[config.mk]
export PLATFORM = sky130hd
export DESIGN_NAME = fifo_rd_stream
export DESIGN_NICKNAME = d
export VERILOG_FILES = /design/src/rtl/fifo_rd_pkg.sv /design/src/rtl/stream_obuf.sv /design/src/rtl/fifo_rd_stream.sv
export SDC_FILE = /design/constraint.sdc
export NUM_CORES = 1
export LEC_CHECK = 0
export ABC_AREA = 1
export ABC_CLOCK_PERIOD_IN_PS = 1600
export BUFFER_PORTS_ARGS = -buffer_cell sky130_fd_sc_hd__buf_2
export CORE_UTILIZATION = 35
export DETAILED_ROUTE_END_ITERATION = 8
export PLACE_DENSITY = 0.65
export SYNTH_ARGS = -nofsm -noshare
export SYNTH_HDL_FRONTEND = slang
export SYNTH_SLANG_ARGS = --single-unit
[constraint.sdc]
create_clock -name rclk -period 1.6 [get_ports rclk]
set_input_delay 0.24 -clock rclk [delete_from_list [all_inputs] [get_ports rclk]]
set_output_delay 0.24 -clock rclk [all_outputs]
set_load 0.05 [all_outputs]
[src/rtl/fifo_rd_pkg.sv]
// Shared constants and types for the async-FIFO read-side stream adapter.
package fifo_rd_pkg;
  localparam int OBUF_DEPTH = 3;
  typedef logic [1:0] lvl_t;

  // Circular pointer advance over the OBUF_DEPTH slots.
  function automatic logic [1:0] ptr_inc(input logic [1:0] p);
    return (p == 2'(OBUF_DEPTH - 1)) ? 2'd0 : p + 2'd1;
  endfunction
endpackage

[src/rtl/stream_obuf.sv]
// 3-entry circular output buffer; head is the oldest word, level the occupancy.
module stream_obuf
  import fifo_rd_pkg::*;
#(
  parameter int DSIZE = 8
) (
  input  logic             rclk,
  input  logic             wrst_n,
  input  logic             flush,
  input  logic             wr_en,
  input  logic [DSIZE-1:0] wr_data,
  input  logic             rd_en,
  output logic [DSIZE-1:0] head,
  output lvl_t             level
);
  logic [OBUF_DEPTH-1:0][DSIZE-1:0] mem;
  logic [1:0]                       wr_ptr, rd_ptr;

  always_ff @(posedge rclk or negedge wrst_n) begin
    if (!wrst_n) begin
      mem    <= '0;
      wr_ptr <= '0;
      rd_ptr <= '0;
      level  <= '0;
    end else if (flush) begin
      // Contents are left in place; only the bookkeeping is cleared.
      wr_ptr <= '0;
      rd_ptr <= '0;
      level  <= '0;
    end else begin
      if (wr_en) begin
        mem[wr_ptr] <= wr_data;
        wr_ptr      <= ptr_inc(wr_ptr);
      end
      if (rd_en) rd_ptr <= ptr_inc(rd_ptr);
      case ({wr_en, rd_en})
        2'b10:   level <= level + 2'd1;
        2'b01:   level <= level - 2'd1;
        default: ;
      endcase
    end
  end

  assign head = mem[rd_ptr];
endmodule

[src/rtl/fifo_rd_stream.sv]
// Pops the async FIFO read port, absorbs its 1-cycle latency, and presents a framed
// valid/ready stream. rinc depends only on registered state, never on m_ready.
module fifo_rd_stream
  import fifo_rd_pkg::*;
#(
  parameter int DSIZE     = 8,
  parameter int BURST_LEN = 16,
  parameter int CNT_W     = (BURST_LEN > 1) ? $clog2(BURST_LEN) : 1
) (
  input  logic             rclk,
  input  logic             wrst_n,
  input  logic             rempty,
  output logic             rinc,
  input  logic [DSIZE-1:0] rdata,
  output logic             m_valid,
  input  logic             m_ready,
  output logic [DSIZE-1:0] m_data,
  output logic             m_last,
  input  logic             flush,
  output logic [CNT_W-1:0] beat_cnt,
  output lvl_t             level
);
  localparam logic [CNT_W-1:0] LAST_BEAT = CNT_W'(BURST_LEN - 1);

  logic inflight, pop, capture, hs;

  // Credit: every buffered word plus the one in flight must fit in the buffer.
  assign rinc    = wrst_n & ~rempty & ~flush &
                   (({1'b0, level} + {2'b00, inflight}) < 3'(OBUF_DEPTH));
  assign pop     = rinc & ~rempty;
  assign capture = inflight & ~flush;
  assign m_valid = (level != '0);
  assign hs      = m_valid & m_ready;
  assign m_last  = m_valid & (beat_cnt == LAST_BEAT);

  always_ff @(posedge rclk or negedge wrst_n) begin
    if (!wrst_n) inflight <= 1'b0;
    else         inflight <= pop & ~flush;
  end

  always_ff @(posedge rclk or negedge wrst_n) begin
    if (!wrst_n)    beat_cnt <= '0;
    else if (flush) beat_cnt <= '0;
    else if (hs)    beat_cnt <= (beat_cnt == LAST_BEAT) ? '0 : beat_cnt + 1'b1;
  end

  stream_obuf #(.DSIZE(DSIZE)) u_obuf (
    .rclk    (rclk),
    .wrst_n  (wrst_n),
    .flush   (flush),
    .wr_en   (capture),
    .wr_data (rdata),
    .rd_en   (hs),
    .head    (m_data),
    .level   (level)
  );

  a_no_overflow: assert property (@(posedge rclk) disable iff (!wrst_n)
    !(capture && !hs && level == 2'd3));
endmodule
# Word level (Yosys, flattened, before mapping)
# Index checks and enable logic that the tools add are counted.
[word_totals]
ff_bits = 35
[op_classes]
add_sub_neg = 6
mux = 16
bitwise = 10
magnitude_cmp = 4
eq_ne = 5
n_reduce_logical = 6
[ops]
columns = ["operator", "n"]
rows = [
  ["$bwmux 24", 1],
  ["$bmux 8 s2", 1],
  ["$demux 8 s2", 1],
  ["$mux 8", 2],
  ["$mux 2", 7],
  ["$mux 4", 3],
  ["$and 1x1->1", 8],
  ["$add 2x1->2 const B", 3],
  ["$eq 2x2->1 const B", 3],
  ["$lt 2x3->1 const B", 2],
  ["$reduce_bool 2->1", 3],
  ["$add 4x1->4 const B", 1],
  ["$eq 4x4->1 const B", 1],
  ["$pmux 2 s2", 1],
  ["$add 2x1->3", 1],
  ["$lt 3x2->1 const B", 1],
  ["$reduce_bool 3->1", 1],
  ["$eq 2x1->1 const B", 1],
  ["$ge 2x1->1 const B", 1],
  ["$not 1->1", 2],
  ["$reduce_and 2->1", 1],
  ["$sub 2x1->2 const B", 1],
  ["$logic_and 1x1->1", 1],
]

# Depth between registers and ports, before layout
# Gate-level depths: netlist of run 1.
[logic_depth]
ltp_word = 6
mapped_depth = 7

# Modules after synthesis
# Synthesis of run 1 repeated with hierarchy kept, for this count alone.
[unflattened]
hier_cells = 208
hier_area_um2 = 1830.5
[modules_own_cells]
columns = ["mod", "n_inst", "area_each_um2", "cells_each"]
rows = [
  ["stream_obuf", 1, 1483.9, 163],
  ["fifo_rd_stream", 1, 346.6, 45],
]

# Worst setup path before layout of run 1
# OpenSTA, ideal clock, no wires.
[synth_timing]
path_kind = "reg2out"
start = "reg u_obuf.level[0]"
end = "out rinc"
path_stages_with_launch = 4
arrival_ps = 2393
required_ps = 1360
setup_slack_ps = -1033
n_path_buf = 0
cell_sequence = "dfrtp_1 -> ha_1 -> ha_1 -> a211oi_1"
[synth_via]
elab_chain_len = 3
[synth_rtl]
columns = ["element", "line", "rtl"]
rows = [
  ["from (decl)", "stream_obuf.sv:14", "output lvl_t level"],
  ["from (signal assigned)", "stream_obuf.sv:37", "2'b10: level <= level + 2'd1;"],
  ["from (signal assigned)", "stream_obuf.sv:38", "2'b01: level <= level - 2'd1;"],
  ["$add 2x1->3", "fifo_rd_stream.sv:29", "(({1'b0, level} + {2'b00, inflight}) < 3'(OBUF_DEPTH));"],
  ["$lt 3x2->1", "fifo_rd_stream.sv:29", ""],
  ["$and 1x1->1", "fifo_rd_stream.sv:28", "assign rinc = wrst_n & ~rempty & ~flush &"],
  ["to (decl)", "fifo_rd_stream.sv:13", "output logic rinc,"],
]
# No other way between the ends.

# Worst setup path in the final report of run 1
# Same ends and word-level chain as after synthesis.

==> flow_summary.toml, run 1 <==
[floorplan]
horizontal_die_dimension_um = 73.15
fp.dieArea_sq_um = 5350
floorplan.initialDensity_pct = 37.02
die_height_um = 73.15
core_region_area_sq_um = 4786
ios = 30
std_cell_rows = 25

[layout]
layout.cell_area.non_filler_sq_um = 2280
finalNonFillerCells = 302
nFillCells = 469
areaGrowthSynthToFinish_pct = 28.67
final_net_count = 250
final_layout_size_suffix_gt1_share_pct = 41.70
insertedDiodeCount = 0

[setup_path]
arrival_time_of_the_worst_setup_path_ns = 1.50
endpoint_kind = "output pin"
worst_path_dominant_cell_family = "flip-flops"
critical_path.max_fanout = 2
data_required_time_of_the_critical_path_ns = 1.36
critical_path.slowest_cell = "dfrtp_2"
crit_chain = "ha_4, ha_4, a211oi_4, buf_6"
worstSetupPathType = "reg -> out"
cp_slowest_stage_delay_ns = 0.42
most_frequent_cell_on_the_critical_path = "ha_4"
start_kind = "register"
critPathBufInv = 1

[detailed_routing]
drc = 0
route.layer.met1.wl_um = 1607
via_per_inst = 4.543
drt-pass1-iter-count = 4
wl_per_cell_um = 11.46
met3RoutedLength_um = 110
finalWirelength_um = 3460
met2_wirelength_um = 1681
dr_total_vias = 1372
drtIter0Drc = 50
routed.top_layer = "met4"
postRouteAntennaNets = 0

[status]
run_status = "complete, but fails checks"
violated_checks = "negative hold slack, negative setup slack"

[sta]
finalWorstPathRequiredPeriod_ns = 1.741
hold_viol_final = 25
setup_repair_after_global_routing_missed_its_margin = "yes"
hold_slack_ns = -0.01009
setup-tns-final_ns = -0.1411
final_critical_path_setup_slack_ns = -0.1411
worst_slew_margin_rel_pct = 70.65
finalSetupViolations = 1
tightest_slew_ns = 0.4402
slew_violations = 0
worst_clock_skew_ns = 0.009326
fmaxAchievable_mhz = 574.3
period_share_pct = 108.8

[synth]
ys_warn_count = 0
ys_seq_elements = 35
syn_inst = 195
synth_sequential_area_ratio_pct = 49.44
syn-cell-area_sq_um = 1772
synth_nets = 211
syn_avg_cell_area_sq_um = 9.086
netlist-cell-type-count = 20

[power_and_ir_drop]
clock_power_share_pct = 23.3
seq_power_share_pct = 33.7
sw_share_pct = 41.81
comb_power_share_pct = 43.0
ir_worst_vdd_mv = 0.6407
powerDensity_nw_per_um2 = 1518
switchingPower_uw = 1446
power.leakage_uw = 0.001110
cell_internal_power_uw = 2013

[placed_design]
post_dp_cell_area_sq_um = 2041
numPortBuffers = 29
dp.cells = 292
gp_congestion = 0.7895
dpl.hpwl_um = 2370

[global_routing]
maximum_number_of_pins_on_one_net_before_global_route_repair = 36
first_global_vias = 1216
antenna_found_initial = 0
wire_length_of_the_first_global_routing_pass_um = 5733
globalRouteTotalUtil_pct = 14.44
grt_ovf = 0

[clock_tree]
clock_tree.root_cell = "clkbuf_8"
cts.sinks = 35
tritoncts.num_buffers = 5
clkLatencyLatePin_ns = 0.29
cts-htree-levels = 2
clock_path_buffers = 2
tritoncts = "done"
worst_path_clk_slew_ns = 0.08
count_of_hold_fix_buffers_inserted_at_cts = 0

[run]
drv_cap = 0

[hold_path]
type_of_the_most_critical_hold_path = "in -> async"
## kinds of logic (layout without fill, tap and decap cells)
logic type / Yosys count / after routing / share of synthesized area [%]
AO/OA/AOI/OAI: 35 / 35 / 15.54
AND/OR/NAND/NOR: 94 / 94 / 25.14
flip-flops: 35 / 35 / 49.44
buffers and inverters: 27 / 67 / 7.274
XOR/XNOR: 1 / 1 / 0.4944
adder cells (fa/ha/maj): 3 / 3 / 2.119
## worst reg2reg max path, cell delays in order, from the launching register on
cell and delay (ns):
dfrtp_2 0.42, buf_4 0.16, inv_1 0.08, nand2_4 0.08, nand2_1 0.13, nand2_1 0.11
o21ai_0 0.16
## metrics by stage
step	power (uW)	setup slack [ns]	utilization (%)
after global placement	2475	0.1253	42.64
after global routing	3669	-0.1833	47.63
after floorplan	2194	-0.1174	-
final	3460	-0.1411	47.63
after CTS	3410	-0.1534	46.17
after detailed placement	2500	0.08650	42.64
## power groups by stage
stage | Sequential [uW] | Clock, uW | Combinational [uW]
after floorplan | 1280 | 0 | 914
after detailed placement | 1180 | 0 | 1320
after CTS | 1160 | 827 | 1420
after global placement | 1180 | 0 | 1300
final | 1170 | 805 | 1490
after global routing | 1190 | 866 | 1610
## layout make-up
type / instances / area [sq um] / share of cell area (%)
inverter: 24 / 102.6 / 4.501
timing repair buffer: 35 / 256.5 / 11.25
clock inverter: 3 / 43.79 / 1.921
sequential: 35 / 880.8 / 38.64
multi-input combinational: 133 / 843.3 / 36.99
clock buffer: 5 / 68.82 / 3.019
tap: 67 / 83.83 / 3.677
## cells in the final DEF (no fill, tap or decap), types with 3 or more instances in the layout
cell      count
buf_2        19
o21ai_0       5
buf_4         6
buf_6         9
inv_1        18
nand3_4       3
nand2_1      60
nand3_1      15
ha_4          3
dfrtp_1      31
nand3_2       3
dfrtp_2       4
inv_4         3
o21ai_2      24
nand2_2       6
clkbuf_8      5
## metal layers
metal	GRT usage [%]	up-vias
met3	3.867	5
met2	22.43	22
li1	-	709
met5	0	-
met1	19.04	636
met4	5.882	0
## cells in the mapped netlist
library cell,instances,area [sq um]
buf_6,3,33.78
inv_1,22,82.58
o21a_1,1,7.510
a211oi_1,2,15.01
nand3_2,1,10.01
o21ai_2,24,210.2
ha_1,3,37.54
nand2_4,2,22.52
nand2_1,64,240.2
nor2_1,4,15.01
xor2_1,1,8.760
o21ai_0,5,25.02
a21oi_1,1,5.000
nand2_2,2,12.51
o22ai_1,2,12.51
nand3_1,17,85.08
inv_4,2,12.51
nand3b_1,1,7.510
dfrtp_1,35,875.8
nand3_4,3,52.55
## final timing paths
| path | startpoint | end | slack (ns) | depth (start not counted) |
|---|---|---|---|---|
| setup / recovery | u_obuf.level[0]$_DFFE_PN0P_ | rinc | -0.14 | 4 |
| hold / removal | wrst_n | u_obuf.mem[15]$_DFFE_PN0P_ | -0.01 | 2 |
| setup reg to reg | u_obuf.level[0]$_DFFE_PN0P_ | beat_cnt[0]$_DFFE_PN0P_ | 0.37 | 6 |
| hold reg to reg | u_obuf.mem[14]$_DFFE_PN0P_ | u_obuf.mem[14]$_DFFE_PN0P_ | 0.48 | 2 |
| max in group asynchronous | wrst_n | beat_cnt[0]$_DFFE_PN0P_ | 1.28 | 2 |
| min in group rclk | flush | u_obuf.level[0]$_DFFE_PN0P_ | 0.25 | 4 |
## registers in the layout, indices dropped and copies added, names as in the netlist
name / flops
u_obuf.wr_ptr: 2
inflight: 1
beat_cnt: 4
u_obuf.mem: 24
u_obuf.level: 2
u_obuf.rd_ptr: 2
## what timing repair did
action | 4_1_cts | 5_1_grt
pin swaps | 0 | 4
hold endpoints to repair | 0 | 0
resized for setup | 17 | 21
buffers inserted | 2 | 0
endpoints found under the setup margin | 10 | 10
No activity file was read; power rests on OpenSTA's default activity.
==> run 2, diff against run 1 <==
Settings changed: CORE_ASPECT_RATIO from default to 1.2, TNS_END_PERCENT from default to 100.
==> flow_summary.toml, run 2 (synthesis results as in run 1) <==
[detailed_routing]
dr_total_vias = 1392
drt-pass1-iter-count = 4
drc = 0
postRouteAntennaNets = 0
drtIter0Drc = 95
via_per_inst = 4.703
finalWirelength_um = 3438
wl_per_cell_um = 11.61

[placed_design]
numPortBuffers = 29
dpl.hpwl_um = 2304
post_dp_cell_area_sq_um = 2032
dp.cells = 285
gp_congestion = 0.7131

[setup_path]
worst_r2r_startpoint = "inflight$_DFF_PN0_"
start_kind = "register"
critical_path.slowest_cell = "dfrtp_2"
worstSetupPathType = "reg -> out"
endpoint_kind = "output pin"
critPathLaunch = "u_obuf.level[0]$_DFFE_PN0P_"
arrival_time_of_the_worst_setup_path_ns = 1.49
data_required_time_of_the_critical_path_ns = 1.36
cp_slowest_stage_delay_ns = 0.43
worst_path_dominant_cell_family = "flip-flops"
most_frequent_cell_on_the_critical_path = "ha_4"
critPathBufInv = 1
critical_path.max_fanout = 2
crit_chain = "ha_4, ha_4, a211oi_4, buf_6"

[layout]
final_layout_size_suffix_gt1_share_pct = 43.22
area.sequential_sq_um = 880.8
final_net_count = 251
number_of_flip_flops_in_the_largest_register = 24
nFillCells = 483
layout_top_registers = "u_obuf.mem: 24 flops, beat_cnt: 4 flops"
insertedDiodeCount = 0
areaGrowthSynthToFinish_pct = 31.29
largest_register = "u_obuf.mem"
finalNonFillerCells = 296
multi_input_logic_area_sq_um = 865.8
layout.cells.most_common_list = "nand2_1 (60), dfrtp_1 (31), o21ai_2 (24)"
mostFrequentLayoutCell = "nand2_1"
layout.cell_area.non_filler_sq_um = 2326

[floorplan]
fp.dieArea_sq_um = 5352
horizontal_die_dimension_um = 66.95
floorplan.initialDensity_pct = 36.12
core_region_area_sq_um = 4905
die_height_um = 79.94
ios = 30
std_cell_rows = 28

[power_and_ir_drop]
power.leakage_uw = 0.001153
seq_power_share_pct = 32.1
sw_share_pct = 39.96
comb_power_share_pct = 41.5
ir_worst_vdd_mv = 0.8372
clock_power_share_pct = 26.4
switchingPower_uw = 1455
p_total_uw = 3641
powerDensity_nw_per_um2 = 1565
cell_internal_power_uw = 2186

[sta]
setup-tns-final_ns = -0.1251
tightest_slew_ns = 0.4451
finalSetupViolations = 1
slew_violations = 0
finalWorstPathRequiredPeriod_ns = 1.725
fmaxAchievable_mhz = 579.7
setup_repair_after_global_routing_missed_its_margin = "yes"
worst_clock_skew_ns = 0.005648
hold_viol_final = 0
period_share_pct = 107.8
worst_slew_margin_rel_pct = 70.32
final_critical_path_setup_slack_ns = -0.1251
hold_slack_ns = 0.0009007

[global_routing]
grt_ovf = 0
maximum_number_of_pins_on_one_net_before_global_route_repair = 36
wire_length_of_the_first_global_routing_pass_um = 5858
first_global_vias = 1321
antenna_found_initial = 0
globalRouteTotalUtil_pct = 14.86

[run]
drv_cap = 0

[clock_tree]
tritoncts = "done"
clock_path_buffers = 2
tritoncts.num_buffers = 5
cts.sinks = 35
clkLatencyLatePin_ns = 0.29
cts-htree-levels = 2
clock_tree.root_cell = "clkbuf_8"
worst_path_clk_slew_ns = 0.07

[status]
violated_checks = "negative setup slack"
run_status = "complete, but fails checks"

[hold_path]
type_of_the_most_critical_hold_path = "in -> async"
==> run 2: power by group through the flow <==
stage	Clock [uW]	Combinational, uW	Sequential (uW)
after detailed placement	0	1310	1180
after CTS	986	1410	1160
after global placement	0	1300	1180
final	963	1510	1170
after global routing	1010	1650	1190
after floorplan	0	914	1280
==> run 2: path summary, 6_finish.rpt <==
check | to | cells past startpoint | slack (ns)
max | rinc | 4 | -0.13
min | beat_cnt[2]$_DFFE_PN0P_ | 2 | 0.0009
max reg2reg | u_obuf.mem[12]$_DFFE_PN0P_ | 6 | 0.37
min reg2reg | u_obuf.mem[11]$_DFFE_PN0P_ | 2 | 0.48
max in group asynchronous | beat_cnt[0]$_DFFE_PN0P_ | 2 | 1.27
min in group rclk | u_obuf.level[0]$_DFFE_PN0P_ | 4 | 0.23
==> run 2: metrics by stage <==
stage / util (%) / setup slack (ns)
after floorplan: - / -0.1174
after global placement: 41.43 / 0.1288
after detailed placement: 41.43 / 0.1072
after CTS: 45.26 / -0.1472
after global routing: 47.42 / -0.1924
final: 47.42 / -0.1251
==> run 2: layer usage <==
layer | routed length, um | global-route usage [%] | part of all wire (%) | vias to the layer above
met3 | 130 | 4.286 | 3.8 | 6
met1 | 1618 | 18.90 | 47 | 647
li1 | - | - | - | 709
met2 | 1642 | 23.13 | 48 | 30
met4 | 46 | 6.383 | 1.3 | 0
met5 | 0 | 0 | 0 | -
==> run 2: timing repair <==
| action | 4_1_cts | 5_1_grt |
|---|---|---|
| endpoints found under the setup margin | 10 | 10 |
| pin swaps | 0 | 1 |
| gates resized for setup | 18 | 23 |
| hold buffers | 0 | 0 |
| hold endpoints to repair | 0 | 0 |
| setup buffers | 1 | 2 |
==> run 2: final cells by class <==
cell class              instances  share of cell area (%)
clock buffers                   5                   2.959
clock inverters                 3                   2.905
inverters                      24                   4.303
multi-input cells             133                   37.22
flip-flops and latches         35                   37.87
well taps                      60                   3.228
repair buffers                 36                   11.51
==> run 3, diff against run 2 <==
Settings changed: ABC_CLOCK_PERIOD_IN_PS 1600 to 1560, PLACE_DENSITY 0.65 to default, PLACE_DENSITY_LB_ADDON from default to 0.08.
Clock period 1.6 ns to 1.56 ns, I/O delays scaled along.
==> flow_summary.toml, run 3 (synthesis results as in run 1) <==
[status]
run_status = "complete, but fails checks"
violated_checks = "negative setup slack"

[run]
drv_cap = 0

[setup_path]
r2r-end = "u_obuf.mem[16]$_DFFE_PN0P_"
reg2reg_depth = 7
data_required_time_of_the_critical_path_ns = 1.33
worstSetupPathType = "reg -> out"
critical_path.max_fanout = 2
arrival_time_of_the_worst_setup_path_ns = 1.47
worst_r2r_startpoint = "inflight$_DFF_PN0_"
endpoint_kind = "output pin"
reg2reg_slack_ns = 0.21
start_kind = "register"

[detailed_routing]
dr_total_vias = 1446
drtIter0Drc = 63
finalWirelength_um = 3912
drt-pass1-iter-count = 4
wl_per_cell_um = 13.13
drc = 0
postRouteAntennaNets = 0
via_per_inst = 4.852

[global_routing]
antenna_found_initial = 0
globalRouteTotalUtil_pct = 16.50
wire_length_of_the_first_global_routing_pass_um = 6361
grt_ovf = 0
first_global_vias = 1378
maximum_number_of_pins_on_one_net_before_global_route_repair = 36

[layout]
multi_input_logic_area_sq_um = 923.4
final_util_pct = 48.37
layout.cells.most_common_list = "nand2_1 (51), dfrtp_1 (31), o21ai_2 (24)"
largest_register = "u_obuf.mem"
final_layout_size_suffix_gt1_share_pct = 47.48
area.sequential_sq_um = 880.8
areaGrowthSynthToFinish_pct = 33.90
mostFrequentLayoutCell = "nand2_1"
insertedDiodeCount = 0
nFillCells = 492
number_of_flip_flops_in_the_largest_register = 24
layout_top_registers = "u_obuf.mem: 24 flops, beat_cnt: 4 flops"
finalNonFillerCells = 298
final_net_count = 253

[placed_design]
dp.cells = 285
place_ws_ns = 0.06376
dpl.hpwl_um = 2557
gp_congestion = 0.6955
numPortBuffers = 29

[power_and_ir_drop]
p_total_uw = 3530
powerDensity_nw_per_um2 = 1488
power.leakage_uw = 0.001191
ir_worst_vdd_mv = 0.6069

[floorplan]
std_cell_rows = 28
horizontal_die_dimension_um = 66.95
die_height_um = 79.94
ios = 30
fp.dieArea_sq_um = 5352
core_region_area_sq_um = 4905
floorplan.initialDensity_pct = 36.12

[clock_tree]
tritoncts.num_buffers = 5
clkLatencyLatePin_ns = 0.28
worst_path_clk_slew_ns = 0.07
clock_path_buffers = 2
cts-htree-levels = 2
cts.sinks = 35
clock_tree.root_cell = "clkbuf_8"
tritoncts = "done"

[sta]
slew_violations = 0
hold_viol_final = 0
hold_slack_ns = 0.007327
final_critical_path_setup_slack_ns = -0.1395
fmaxAchievable_mhz = 588.4
period_share_pct = 108.9
setup_repair_after_global_routing_missed_its_margin = "yes"
tightest_slew_ns = 0.4480
finalWorstPathRequiredPeriod_ns = 1.700
worst_slew_margin_rel_pct = 70.14
worst_clock_skew_ns = 0.006245
finalSetupViolations = 4

[hold_path]
type_of_the_most_critical_hold_path = "in -> async"
[run 3: cell count changes in the layout (fill, tap and decap cells not counted), sizes merged]
cell	change
clkinvlp	-1
clkbuf	+3
bufinv	-2
clkinv	+1
buf	+2
inv	-1
[run 3: worst max-delay path, stage by stage, from the launching register on]
cell	delay (ns)
dfrtp_2	0.42
ha_4	0.16
ha_4	0.22
a211oi_4	0.20
buf_6	0.18
[run 3: repair_timing]
item                                    in CTS  in global routing
pin swaps                                    4                 11
setup buffers                                4                  1
gates cloned                                 0                  0
hold buffers                                 0                  0
endpoints found under the setup margin      10                 10
resized for setup                           34                 33
[run 3: where the power goes]
part,internal [uW],switching [uW]
sequential,1080,127
combinational,623,1090
clock,317,294
[run 3: metrics by stage]
step | area (sq um) | setup TNS (ns)
finish | 2372 | -0.1519
global route | 2372 | -0.8466
CTS | 2243 | -0.1572
detailed placement | 2032 | 0
global placement | 2032 | 0
floorplan | 1815 | -0.1514
[run 3: worst max path at each step]
| stage | startpoint | endpoint | slack, ns | cells past startpoint |
|---|---|---|---|---|
| after global placement | u_obuf.level[0]$_DFFE_PN0P_ | rinc | 0.1 | 4 |
| after global routing | inflight$_DFF_PN0_ | rinc | -0.21 | 4 |
| final | u_obuf.level[0]$_DFFE_PN0P_ | rinc | -0.14 | 4 |
| after detailed placement | u_obuf.rd_ptr[1]$_DFFE_PN0P_ | m_data[3] | 0.06 | 6 |
| after CTS | u_obuf.level[0]$_DFFE_PN0P_ | rinc | -0.16 | 4 |
| after floorplan | u_obuf.level[0]$_DFFE_PN0P_ | rinc | -0.15 | 3 |
[run 3: final cells by class]
cell class                 count  share of cell area [%]
sequential                    35                   37.13
multi-input combinational    133                   38.92
clock buffer                   8                   3.376
inverter                      24                   4.536
tap                           60                   3.165
timing repair buffer          38                   12.87
[run 3: routing by layer]
metal	track usage, %	share of wire [%]	up-vias
li1	-	-	710
met1	18.56	41	685
met2	28.18	53	46
met3	5.143	4.6	5
met4	7.021	1.5	0
met5	0	0	-
